File: src/rtl/load_extend_if.sv
// Load request / data-memory read bundle between the control FSM,
// the load-extend unit and data memory.
interface load_extend_if;
  logic        start;
  logic [2:0]  load_type;
  logic [1:0]  addr_lo;
  logic        mem_rd_req;
  logic        mem_rd_ack;
  logic [31:0] mem_rdata;
  logic        busy;
  logic        done;
  logic [31:0] load_data;
  logic        misalign;
  logic        bus_err;

  // Requester / memory side
  modport master (
    output start, load_type, addr_lo, mem_rd_ack, mem_rdata,
    input  mem_rd_req, busy, done, load_data, misalign, bus_err
  );

  // Load-extend unit side
  modport slave (
    input  start, load_type, addr_lo, mem_rd_ack, mem_rdata,
    output mem_rd_req, busy, done, load_data, misalign, bus_err
  );
endinterface

File: src/rtl/load_extend_unit.sv
// Load-extend unit: issues one word read per load, picks the addressed
// byte/halfword, sign- or zero-extends it and holds it MDR-style.
module load_extend_unit #(
  parameter int CHECK_ALIGN = 1,
  parameter int TIMEOUT     = 16
) (
  input  logic         clk,
  input  logic         rst_n,
  load_extend_if.slave bus
);
  localparam int CW = $clog2(TIMEOUT) + 1;
  localparam logic [CW-1:0] CNT_LAST = CW'((TIMEOUT > 0) ? TIMEOUT - 1 : 0);

  localparam logic [2:0] LT_LW  = 3'd0;
  localparam logic [2:0] LT_LH  = 3'd1;
  localparam logic [2:0] LT_LHU = 3'd2;
  localparam logic [2:0] LT_LB  = 3'd3;
  localparam logic [2:0] LT_LBU = 3'd4;

  typedef enum logic [1:0] {S_IDLE, S_WAIT, S_DONE} state_t;

  state_t        state_q, state_d;
  logic [CW-1:0] cnt_q, cnt_d;
  logic [2:0]    type_q, type_d;
  logic [1:0]    addr_q, addr_d;
  logic [31:0]   data_q, data_d;
  logic          mis_q, mis_d;
  logic          berr_q, berr_d;

  logic          type_ok, misaligned;

  // Lane select and extension from the latched type/address
  function automatic logic [31:0] extend(logic [2:0] t, logic [1:0] a, logic [31:0] w);
    logic [7:0]  b;
    logic [15:0] h;
    b = w[{a, 3'b000} +: 8];
    h = a[1] ? w[31:16] : w[15:0];
    case (t)
      LT_LH:   extend = {{16{h[15]}}, h};
      LT_LHU:  extend = {16'h0000, h};
      LT_LB:   extend = {{24{b[7]}}, b};
      LT_LBU:  extend = {24'h000000, b};
      default: extend = w;
    endcase
  endfunction

  assign type_ok    = (bus.load_type <= LT_LBU);
  assign misaligned = (CHECK_ALIGN != 0) &&
                      (((bus.load_type == LT_LW) && (bus.addr_lo != 2'b00)) ||
                       (((bus.load_type == LT_LH) || (bus.load_type == LT_LHU)) && bus.addr_lo[0]));

  // Next-state and register updates for the load sequence
  always_comb begin
    state_d = state_q;
    cnt_d   = cnt_q;
    type_d  = type_q;
    addr_d  = addr_q;
    data_d  = data_q;
    mis_d   = mis_q;
    berr_d  = berr_q;
    case (state_q)
      S_IDLE: begin
        if (bus.start && type_ok) begin
          type_d = bus.load_type;
          addr_d = bus.addr_lo;
          berr_d = 1'b0;
          mis_d  = misaligned;
          if (misaligned) begin
            state_d = S_DONE;
          end else begin
            state_d = S_WAIT;
            cnt_d   = '0;
          end
        end
      end
      S_WAIT: begin
        // An ack arriving on the last allowed cycle still completes normally
        if (bus.mem_rd_ack) begin
          data_d  = extend(type_q, addr_q, bus.mem_rdata);
          state_d = S_DONE;
        end else if ((TIMEOUT != 0) && (cnt_q == CNT_LAST)) begin
          berr_d  = 1'b1;
          state_d = S_DONE;
        end else if (cnt_q != '1) begin
          cnt_d = cnt_q + CW'(1);
        end
      end
      default: state_d = S_IDLE;
    endcase
  end

  // State and datapath registers, cleared asynchronously
  always_ff @(posedge clk or negedge rst_n) begin
    if (!rst_n) begin
      state_q <= S_IDLE;
      cnt_q   <= '0;
      type_q  <= '0;
      addr_q  <= '0;
      data_q  <= '0;
      mis_q   <= 1'b0;
      berr_q  <= 1'b0;
    end else begin
      state_q <= state_d;
      cnt_q   <= cnt_d;
      type_q  <= type_d;
      addr_q  <= addr_d;
      data_q  <= data_d;
      mis_q   <= mis_d;
      berr_q  <= berr_d;
    end
  end

  assign bus.mem_rd_req = (state_q == S_WAIT);
  assign bus.busy       = (state_q != S_IDLE);
  assign bus.done       = (state_q == S_DONE);
  assign bus.load_data  = data_q;
  assign bus.misalign   = mis_q;
  assign bus.bus_err    = berr_q;
endmodule

File: src/flat_wrapper.sv
// flat-port wrapper written by rule: the top's interface ports become plain ports
module load_extend_unit_flat 
#(
  parameter int CHECK_ALIGN = 1,
  parameter int TIMEOUT     = 16
)
  (clk, rst_n, bus_start, bus_load_type, bus_addr_lo, bus_mem_rd_ack, bus_mem_rdata, bus_mem_rd_req, bus_busy, bus_done, bus_load_data, bus_misalign, bus_bus_err);
  load_extend_if bus_i ();
  input  logic clk;
  input  logic rst_n;
  input wire logic [$bits(bus_i.start)-1:0] bus_start;
  input wire logic [$bits(bus_i.load_type)-1:0] bus_load_type;
  input wire logic [$bits(bus_i.addr_lo)-1:0] bus_addr_lo;
  input wire logic [$bits(bus_i.mem_rd_ack)-1:0] bus_mem_rd_ack;
  input wire logic [$bits(bus_i.mem_rdata)-1:0] bus_mem_rdata;
  output wire logic [$bits(bus_i.mem_rd_req)-1:0] bus_mem_rd_req;
  output wire logic [$bits(bus_i.busy)-1:0] bus_busy;
  output wire logic [$bits(bus_i.done)-1:0] bus_done;
  output wire logic [$bits(bus_i.load_data)-1:0] bus_load_data;
  output wire logic [$bits(bus_i.misalign)-1:0] bus_misalign;
  output wire logic [$bits(bus_i.bus_err)-1:0] bus_bus_err;
  assign bus_i.start = bus_start;
  assign bus_i.load_type = bus_load_type;
  assign bus_i.addr_lo = bus_addr_lo;
  assign bus_i.mem_rd_ack = bus_mem_rd_ack;
  assign bus_i.mem_rdata = bus_mem_rdata;
  assign bus_mem_rd_req = bus_i.mem_rd_req;
  assign bus_busy = bus_i.busy;
  assign bus_done = bus_i.done;
  assign bus_load_data = bus_i.load_data;
  assign bus_misalign = bus_i.misalign;
  assign bus_bus_err = bus_i.bus_err;
  load_extend_unit #(.CHECK_ALIGN(CHECK_ALIGN), .TIMEOUT(TIMEOUT)) u_core (.clk(clk), .rst_n(rst_n), .bus(bus_i));
endmodule
File: config.mk
export PLATFORM = sky130hd
export DESIGN_NAME = load_extend_unit_flat
export DESIGN_NICKNAME = d
export VERILOG_FILES = /design/src/rtl/load_extend_if.sv /design/src/rtl/load_extend_unit.sv /design/src/flat_wrapper.sv
export SDC_FILE = /design/constraint.sdc
export NUM_CORES = 1
export LEC_CHECK = 0
export CAP_MARGIN = 10
export CORE_ASPECT_RATIO = 1.2
export CORE_UTILIZATION = 40
export CTS_CLUSTER_DIAMETER = 100
export DETAILED_ROUTE_END_ITERATION = 6
export GPL_ROUTABILITY_DRIVEN = 0
export HOLD_SLACK_MARGIN = 0.12
export PLACE_DENSITY_LB_ADDON = 0.25
export SYNTH_ARGS = -nofsm -noshare
export SYNTH_HDL_FRONTEND = slang
export SYNTH_SLANG_ARGS = --single-unit
export TNS_END_PERCENT = 50
File: constraint.sdc
create_clock -name clk -period 2.4 [get_ports clk]
set_input_delay 0.48 -clock clk [delete_from_list [all_inputs] [get_ports clk]]
set_output_delay 0.48 -clock clk [all_outputs]
set_load 0.01 [all_outputs]
* Word-level counts from Yosys, hierarchy flattened
Index checks and enable logic that the tools add are counted.
** Storage, ports and cells
- Flip-flop bits (word level) :: 46
- Input bits :: 41
- Output and inout port bits :: 37
- Logic and storage cells :: 59
** Cells by class
- Add/subtract/negate cells :: 1
- Order comparisons :: 1
- Eq/ne operators :: 17
- Shifts and indexed selects :: 1
- Mux-type cells :: 17
- Reduce and logical (&&, ||, !) cells :: 15
** Operators by type and width (count)
- $pmux 32 s4 :: 1
- $shiftx 32x6->8 :: 1
- $mux 5 :: 5
- $mux 16 :: 1
- $pmux 5 s2 :: 1
- $eq 3x2->1 const B :: 3
- $mux 2 :: 4
- $eq 3x1->1 const B :: 2
- $ne 2x1->1 const B :: 3
- $ne 2x2->1 const B :: 3
- $reduce_and 2->1 :: 3
- $reduce_and 6->1 :: 1
- $reduce_bool 2->1 :: 3
- $add 5x1->5 const B :: 1
- $eq 5x4->1 const B :: 1
- $ne 5x5->1 const B :: 1
- $pmux 2 s2 :: 1
- $reduce_and 4->1 :: 1
- $eq 3x3->1 const B :: 1
- $le 3x3->1 const B :: 1
- $logic_and 1x1->1 :: 3
- $logic_not 3->1 :: 1
- $mux 1 :: 3
- $ne 3x2->1 const B :: 1
- 5 further kinds :: 6

* Depth between registers and ports, before layout
Gate-level depths: netlist of run 1.
- Depth after elaboration :: 7
- Gate-level depth with buffers :: 7
- Depth with buffers taken out :: 6

* Worst setup path after synthesis of run 1
No wires, ideal clock.
- Path type :: reg-to-reg
- From :: reg u_core.cnt_q[0]
- To :: reg u_core.cnt_q[4]
- Library setup time :: 0.125 ns
- Data arrival time :: 1.671 ns
- Data required time :: 2.275 ns
- Slack :: 0.604 ns
- Stages on the path, launching flop included :: 7
- Buffers on the path :: 0
- Period minus slack after synthesis :: 1.796 ns
- Cell sequence :: dfrtp_1 > ha_1 > and3_1 > ha_1 > o31ai_1 > nand3_1 > mux2_2
** On the way
- Longest elaborated chain between the ends :: 5
- Elaborated cells between the ends (all ways) :: 10
- Those cells by class :: add/sub (1); eq/ne (4); mux (4); reduce/logical (1)
** RTL lines
- start, declared :: line load_extend_unit.sv:23 : logic [CW-1:0] cnt_q, cnt_d;
- start signal, assigned :: line load_extend_unit.sv:104 : cnt_q <= cnt_d;
- $add 5x1->5 :: line load_extend_unit.sv:85 : cnt_d = cnt_q + CW'(1);
- $mux 5 :: line load_extend_unit.sv:84 : end else if (cnt_q != '1) begin
- $mux 5 :: line load_extend_unit.sv:81 : end else if ((TIMEOUT != 0) && (cnt_q == CNT_LAST)) begin
- $mux 5 :: line load_extend_unit.sv:78 : if (bus.mem_rd_ack) begin
- $pmux 5 s2 :: line load_extend_unit.sv:61 : case (state_q)
Several ways; a longest one is shown, not always the timed one. The select of a mux whose other input is x is not followed.
A chain may end at the register's enable or synchronous reset.

* Final worst setup path of run 1
- From :: reg u_core.state_q[0]
- To :: out bus_mem_rd_req
** On the way
- Longest elaborated chain between the ends :: 1
** RTL lines
- start, declared :: line load_extend_unit.sv:22 : state_t state_q, state_d;
- start signal, assigned :: line load_extend_unit.sv:103 : state_q <= state_d;
- $eq 2x1->1 :: line load_extend_unit.sv:113 : assign bus.mem_rd_req = (state_q == S_WAIT);
- end, declared :: line flat_wrapper.sv:16 : output wire logic [$bits(bus_i.mem_rd_req)-1:0] bus_mem_rd_req;
Every way passes these cells.

==> metrics list, run 1 <==
- After legalization and detailed placement, the total HPWL measured between 5000 and 6000 um.
* Placed instance count: ~450
- The detailed router finished its first iteration with between 150 and 200 violations.
* Total gr overflow: 0
* Core outline area: around 6500 um2
- The number of nets in the synthesized netlist is about 340.
- Type of the tightest min-delay check: in2async
* Cell at the slowest stage of the critical path: clkdlybuf4s50_1
- The count of nets left with antenna violations once routing finished came out at 0.
* Type of element capturing the critical path: output port
* TritonCTS clock tree: done
* Worst Setup Slack post-DPL: around 0.035 ns
* Via count: roughly 2,400
- Total Nets Final: 414
* Synth warnings: 0
- The critical path crosses 3 cells after its start point.
* Clock sinks: 46
* Post-layout util: 56.6%
- In the final layout, the share of cells above drive strength 1 is 13.7%.
* Result of the run: finished clean
- For this run, design rule violations remaining after detail routing come to 0.
- Number of antenna violations at the first check in global routing: 0
* Growth of design area from synthesis to finish: 35.4%
* Maximum Capacitance Violations: 0
* Buffers added on ports: 77
- Number of instances resized during post-cts repair: 0
* Power density of the placed cells: between 1000 and 1500 nW/um2
- After layout, the design draws a total of 4.34 mW.
* Main synth FF type: dfrtp_1
- In the final layout, the multi-input gates occupy ~1400 um2.
* Fin Setup TNS: 0 ns
* Share of power burned in registers: between 30% and 40%
* Critical path buffers and inverters: 2
- In this run, CTS created clock tree buffers numbering 5.
- The worst setup path is launched from a register.
- In this run the power spent charging and discharging nets is between 1.5 and 2 mW.
* Clock latency reported for the late side of the worst-skew pair: 0.30 ns
- On the final layout, the worst clock skew is about 0.014 ns.
* Max IR drop VDD: between 0.4 and 0.5 mV
- For this run, asynchronously set or reset flops after synthesis account for 100%.
- The mapped netlist covers 2710 um2.
- Net switching is about 40% of the power.
- Number of H-tree branching levels: 2
* Starting density of the core: 41.8%
- Each instance of the synthesized netlist takes up on average 9.18 um2.
* Tightest Pin Transition: ~0.66 ns
- Portion of the post-synthesis area used by sequential elements: between 40% and 50%
- Summing all flip-flop and latch instances after layout gives about 1200 um2.
* Ordered list of cells on the worst path: nand2b_1 -> inv_1 -> clkdlybuf4s50_1
- Reg2Reg Depth: 6
* Count of TritonRoute iterations in the first routing pass: 4
* Max Fanout on Critical Path: 9
* All-layer global routing usage: 20.8%
* Worst slew margin relative to its limit: about 56%
- The floorplan step set the die width to roughly 77 um.
- STA puts the critical path data arrival time at about 1.6 ns.
- In the post-route analysis, the smallest setup slack over all paths is approximately 0.3 ns.
- Setup repair after global routing left no endpoint under its margin.
- Fin. max-slew vios: 0
* Static power due to leakage: 1.52 nW
* Max Fclk: 0.475 GHz
* Final period util: about 88%
* Flops & latches, synth: 46
- After clock tree synthesis, the clock-pin slew on the worst setup and hold paths is 0.09 ns.
- Required time at the worst-slack endpoint: ~1.9 ns
* CP delay by family, top: buffers and inverters
* Post-synthesis cell type count: 45
- The layout has slightly above 600 filler cells.
* Total internal power: 2.58 mW
- Once layout is complete, the cells apart from fillers number ~460.
- Clk network pwr share: 10.9%
- CP Class: reg2out
* Maximum buffer depth of the clock tree: 2
- The floorplan has 32 rows.
* Post-route cell area: between 3000 and 4000 um2
* Portion of total power attributed to combinational logic: a little under three fifths
- Number of enable flip-flop cells after synthesis: 0
- The clock period could shrink to between 2 and 2.5 ns.
* Post-CTS setup buffers: 0
- The die covers between 7000 and 8000 um2.
* Delay of the slowest cell on the worst path: approximately 0.55 ns
* Global-route wire length before repair: approximately 12,000 um
- Vert. Die Dim: 92.1 um
* Largest net degree at the start of global routing: 26
* Cell area after placement: about 3600 um2
- In this run the clock root is driven by a clkbuf_8.
- 0 antenna diodes ended up in the layout.
- # hold bufs at CTS: 0
- The tightest hold path in the finished design has a slack of roughly 0.17 ns.
- In the routed layout, each cell is associated on average with a via count of approximately 5.3.
- WL per Instance: between 15 and 20 um
* Count of final hold-check violations: 0
- Vias in the first global route: 2,348
- Number of I/O pins: just under 80
* Setup-failing EPs final: 0
- Total Routed Length: about 6900 um
- Synth Instances: about 300
-- Yosys cell counts, types with 3 or more instances --
| cell type | count | area (um2) |
|---|---|---|
| ha_1 | 3 | 37.5 |
| clkbuf_1 | 7 | 26.3 |
| mux2_2 | 15 | 169 |
| nor2_1 | 28 | 105 |
| dfrtp_1 | 46 | 1150 |
| o211ai_1 | 14 | 105 |
| mux2_4 | 3 | 45.0 |
| a21oi_1 | 38 | 190 |
| mux2i_1 | 8 | 80.1 |
| o21ai_0 | 13 | 65.1 |
| nand3_1 | 10 | 50.1 |
| buf_2 | 9 | 45.0 |
| a2bb2oi_1 | 7 | 61.3 |
| nand2_1 | 30 | 113 |
| a21oi_2 | 10 | 87.6 |
| inv_1 | 11 | 41.3 |
| or3_1 | 8 | 50.1 |
-- layer usage --
| metal | GRT usage [%] | wire, um | vias up |
|---|---|---|---|
| met5 | 0 | 0 | - |
| met4 | 4.87 | 55 | 0 |
| met3 | 3.78 | 276 | 5 |
| met2 | 36.7 | 3570 | 61 |
| met1 | 26.1 | 2980 | 1163 |
| li1 | - | - | 1203 |
-- cells in the final DEF (no fill, tap or decap), types with 11 or more instances in the layout --
master and n:
mux2_2 15, o21ai_0 13, inv_1 11, a21oi_1 38, o211ai_1 14, dfrtp_1 46, nor2_1 28, clkdlybuf4s50_1 76
nand2_1 30
-- cell type report --
type	instances	area share, %
clock inverters	2	0.375
inverters	11	1.13
flip-flops and latches	46	31.4
multi-input cells	219	38.6
well taps	85	2.90
repair buffers	87	23.6
clock buffers	6	1.98
-- power groups by stage --
stage / Sequential, mW / Combinational (mW) / Clock, mW
floorplan: 1.45 / 1.42 / 0
global placement: 1.38 / 2.46 / 0
detailed placement: 1.39 / 2.49 / 0
CTS: 1.37 / 2.50 / 0.482
global route: 1.43 / 2.73 / 0.524
finish: 1.37 / 2.50 / 0.472
-- sequential cells by signal, summed over array words and instances, names as in the netlist --
name and cells:
u_core.type_q 3, u_core.bus.bus_err 1, u_core.cnt_q 5, u_core.addr_q 2, u_core.bus.misalign 1, u_core.bus.load_data 32, u_core.state_q 2
-- worst paths after layout --
| check | start | endpoint | slack (ns) |
|---|---|---|---|
| max in group asynchronous | rst_n | u_core.type_q[2] | 1.71 |
| hold / removal | rst_n | u_core.bus.load_data[5] | 0.17 |
| hold reg to reg | u_core.bus.misalign | u_core.bus.misalign | 0.51 |
| setup / recovery | u_core.state_q[0] | bus_mem_rd_req | 0.29 |
| min in group clk | u_core.bus.misalign | u_core.bus.misalign | 0.51 |
| setup reg to reg | u_core.cnt_q[0] | u_core.cnt_q[2] | 0.35 |
-- logic make-up after synthesis --
family                     count (synthesis)  synth area share [%]
xor gates and xnor gates                   2                 0.647
DFF                                       46                  42.5
adders and majority gates                  3                  1.39
buffers and inverters                     30                  5.17
muxes                                     26                  10.9
AOI/OAI and AO/OA                         97                  23.7
and+or+nand+nor                           91                  15.7
-- worst register-to-register path, stage by stage, from the launching register on --
cell	delay, ns
dfrtp_1	0.41
ha_1	0.23
and3_1	0.20
ha_1	0.22
nor4_1	0.62
a21o_1	0.21
o21a_1	0.11
(Power assumes the default switching activity.)
==> inputs of run 2 (changes only) <==
Settings changed: CELL_PAD_IN_SITES_DETAIL_PLACEMENT from default to 0, CELL_PAD_IN_SITES_GLOBAL_PLACEMENT from default to 1, CORE_UTILIZATION 40 to 35.
==> run 2 against run 1 <==
Effect of this change:
- register-to-register slack improved by 0.03 ns
- die area increased by 14%
- sequential share of layout area is 0.36 points lower
- via count grew 0.49%
- wire length increased by 5.2%
- utilization shrank 6.1 points
- combinational power about the same
- total power up 2.8%
- clock-buffer cell count increased by 2
- clock power is 18% higher
- worst hold slack lost 0.0050 ns
- non-clock buffer count stayed put
- largest cell class unchanged
==> metrics list, run 2 (synthesized netlist as in run 1, its figures left out) <==
- The ratio of routed vias to standard cells came to 5.30 (-0.60%).
- Buffers added on ports: 77 (unchanged)
- Tightest Pin Transition: 0.607 ns (-0.0533 ns)
- Total gr overflow: 0 (unchanged)
- Leading cell type in the layout, fill and taps excluded: clkdlybuf4s50_1
- The static power due to leakage came to 1.54 nW (+1.1%).
- Fin. max-slew vios: 0 (unchanged)
* ANT nets after route: 0 (unchanged)
* Vert. Die Dim: 98.4 um (+6.8%)
- The worst hold path belongs to the class in2async.
* Antenna diodes: 0 (unchanged)
* Count of TritonRoute iterations in the first routing pass: 4 (unchanged)
* Clock sinks: 46 (unchanged)
- All-layer global routing usage: 19.4% (-1.4 points)
- The maximum achievable frequency is 0.479 GHz (+0.82%).
- Setup repair after global routing left no endpoint under its margin.
- Total Routed Length: 7240 um (+5.2%)
- The residual DRC count came to 0 (unchanged).
- The final cell count without fillers was 461 (+1.1%).
- The relative max-transition margin came to 59.1% (+3.6 points).
- The critical path is of the reg2out type.
- The CTS H-tree depth was 2 (unchanged).
- The setup TNS after final layout was 0 ns (unchanged).
- Number of antenna violations at the first check in global routing: 0 (unchanged)
- The global-route wire length before repair was 12,000 um (+3.9%).
- Final period util: 87.0% (-0.72 points)
- The buffer levels on the longest clock path was 2 (unchanged).
* Power density of the placed cells: 1200 nW/um2 (+1.7%)
- The sum of net half-perimeters after detailed placement came to 5460 um (+4.9%).
- Core outline area: 7360 um2 (+13%)
- Starting density of the core: 36.8% (-5.0 points)
- The total non-filler cell area in the finished layout was 3710 um2 (+1.2%).
- Result of the run: finished clean
* Proportion of layout cells with a drive suffix above 1: 14.0% (+0.27 points)
* Vias in the first global route: 2,444 (+4.1%)
- The total I/O pin count came to 78 (unchanged).
* Minimum period implied by the final worst setup slack: 2.09 ns (-0.0172 ns)
- Relative to the synthesized area, the layout overhead comes to 37.0%.
- The post-CTS clock slew at the launch and capture registers of the worst setup and hold paths is 0.08 ns (about the same).
- The cell area reported after detailed placement came to 3600 um2 (+0.52%).
* Post-CTS setup buffers: 0 (unchanged)
- Via count: 2,444 (+0.49%)
- Filler instances: 705 (+16%)
- The total of cells resized after clock tree synthesis was 0 (unchanged).
* Max IR drop VDD: 0.497 mV (+0.72%)
- The number of placement rows came to 34 (+6.3%).
- Placed instance count: 453 (+1.1%)
- Clk Tree Root Cell: clkbuf_8
- Width of the chip: 82.3 um (+6.7%)
- The top cell types in the final layout, fill and taps aside, are 76 x clkdlybuf4s50_1, 46 x dfrtp_1, 38 x a21oi_1.
- Clock latency reported for the late side of the worst-skew pair: 0.30 ns (about the same)
* Largest net degree at the start of global routing: 26 (unchanged)
- The final layout net count was 414 (unchanged).
* Setup-failing EPs final: 0 (unchanged)
- The data required time at the worst endpoint came to 1.92 ns (about the same).
- The number of buffers created by CTS came to 5 (unchanged).
- The number of buffers added to fix hold violations after cts was 0 (unchanged).
- TritonCTS clock tree: done
- Max Fanout on Critical Path: 9 (unchanged)
- Maximum Capacitance Violations: 0 (unchanged)
* Drt initial violations: 102 (-48%)
- The number of flip-flops under the largest register name was 32 (unchanged).
- The number of failing hold endpoints at the final stage came to 0 (unchanged).
* Total power of the final layout: 4.46 mW (+2.8%)
- Worst EP arrival: 1.61 ns (-0.02 ns)
- STA classifies the critical path startpoint as a register.
* Worst setup skew after layout: 0.00512 ns (-0.00839 ns)
* Overall die area: 8100 um2 (+14%)
* Type of element capturing the critical path: output port
* WL per Instance: 15.7 um (+4.0%)
-- run 2: changes by cell type in the layout (fill, tap and decap cells not counted), sizes merged --
cell	delta
clkinv	-2
clkbuf	+2
-- run 2: critical path, cell delays in order, from the launching register on --
cell and delay (ns):
dfrtp_1 0.49, nand2b_1 0.15, inv_1 0.13, clkdlybuf4s50_1 0.54
-- run 2: path summary, 6_finish.rpt --
kind / depth (start not counted) / endpoint / start / slack, ns
max: 3 / bus_mem_rd_req / u_core.state_q[0] / 0.31
min: 1 / u_core.bus.load_data[9] / rst_n / 0.17
max reg2reg: 6 / u_core.cnt_q[2] / u_core.cnt_q[0] / 0.38
min reg2reg: 2 / u_core.bus.load_data[6] / u_core.bus.load_data[6] / 0.51
max in group asynchronous: 2 / u_core.state_q[0] / rst_n / 1.72
min in group clk: 2 / u_core.bus.load_data[6] / u_core.bus.load_data[6] / 0.51
-- run 2: metal layers --
metal	track usage [%]	wire length (um)	vias to the layer above
met5	0	0	-
li1	-	-	1200
met2	31.7	3550	69
met1	25.1	3150	1162
met3	3.74	381	13
met4	6.75	154	0
-- run 2: final cells by class --
type | instances | area, um2 | share of cell area (%)
Clock buffer | 8 | 110 | 2.97
Inverter | 11 | 41.3 | 1.11
Multi-Input combinational cell | 219 | 1420 | 38.2
Sequential cell | 46 | 1150 | 31.0
Tap cell | 90 | 113 | 3.03
Timing Repair Buffer | 87 | 878 | 23.7
-- run 2: where the power goes --
part           internal [mW]  total, mW  switching [mW]
Combinational           1.29       2.52            1.24
Sequential              1.12       1.38           0.263
Clock                  0.291      0.556           0.265
Total                   2.70       4.46            1.76
-- run 2: stage by stage --
step                      util, %  worst slack (ns)  hold slack (ns)
after global placement       48.9            0.0552            0.479
final                        50.4             0.312            0.168
after global routing         50.4             0.203            0.204
after detailed placement     48.9            0.0354            0.492
after floorplan                 -             0.604            0.184
after CTS                    50.4             0.304            0.186
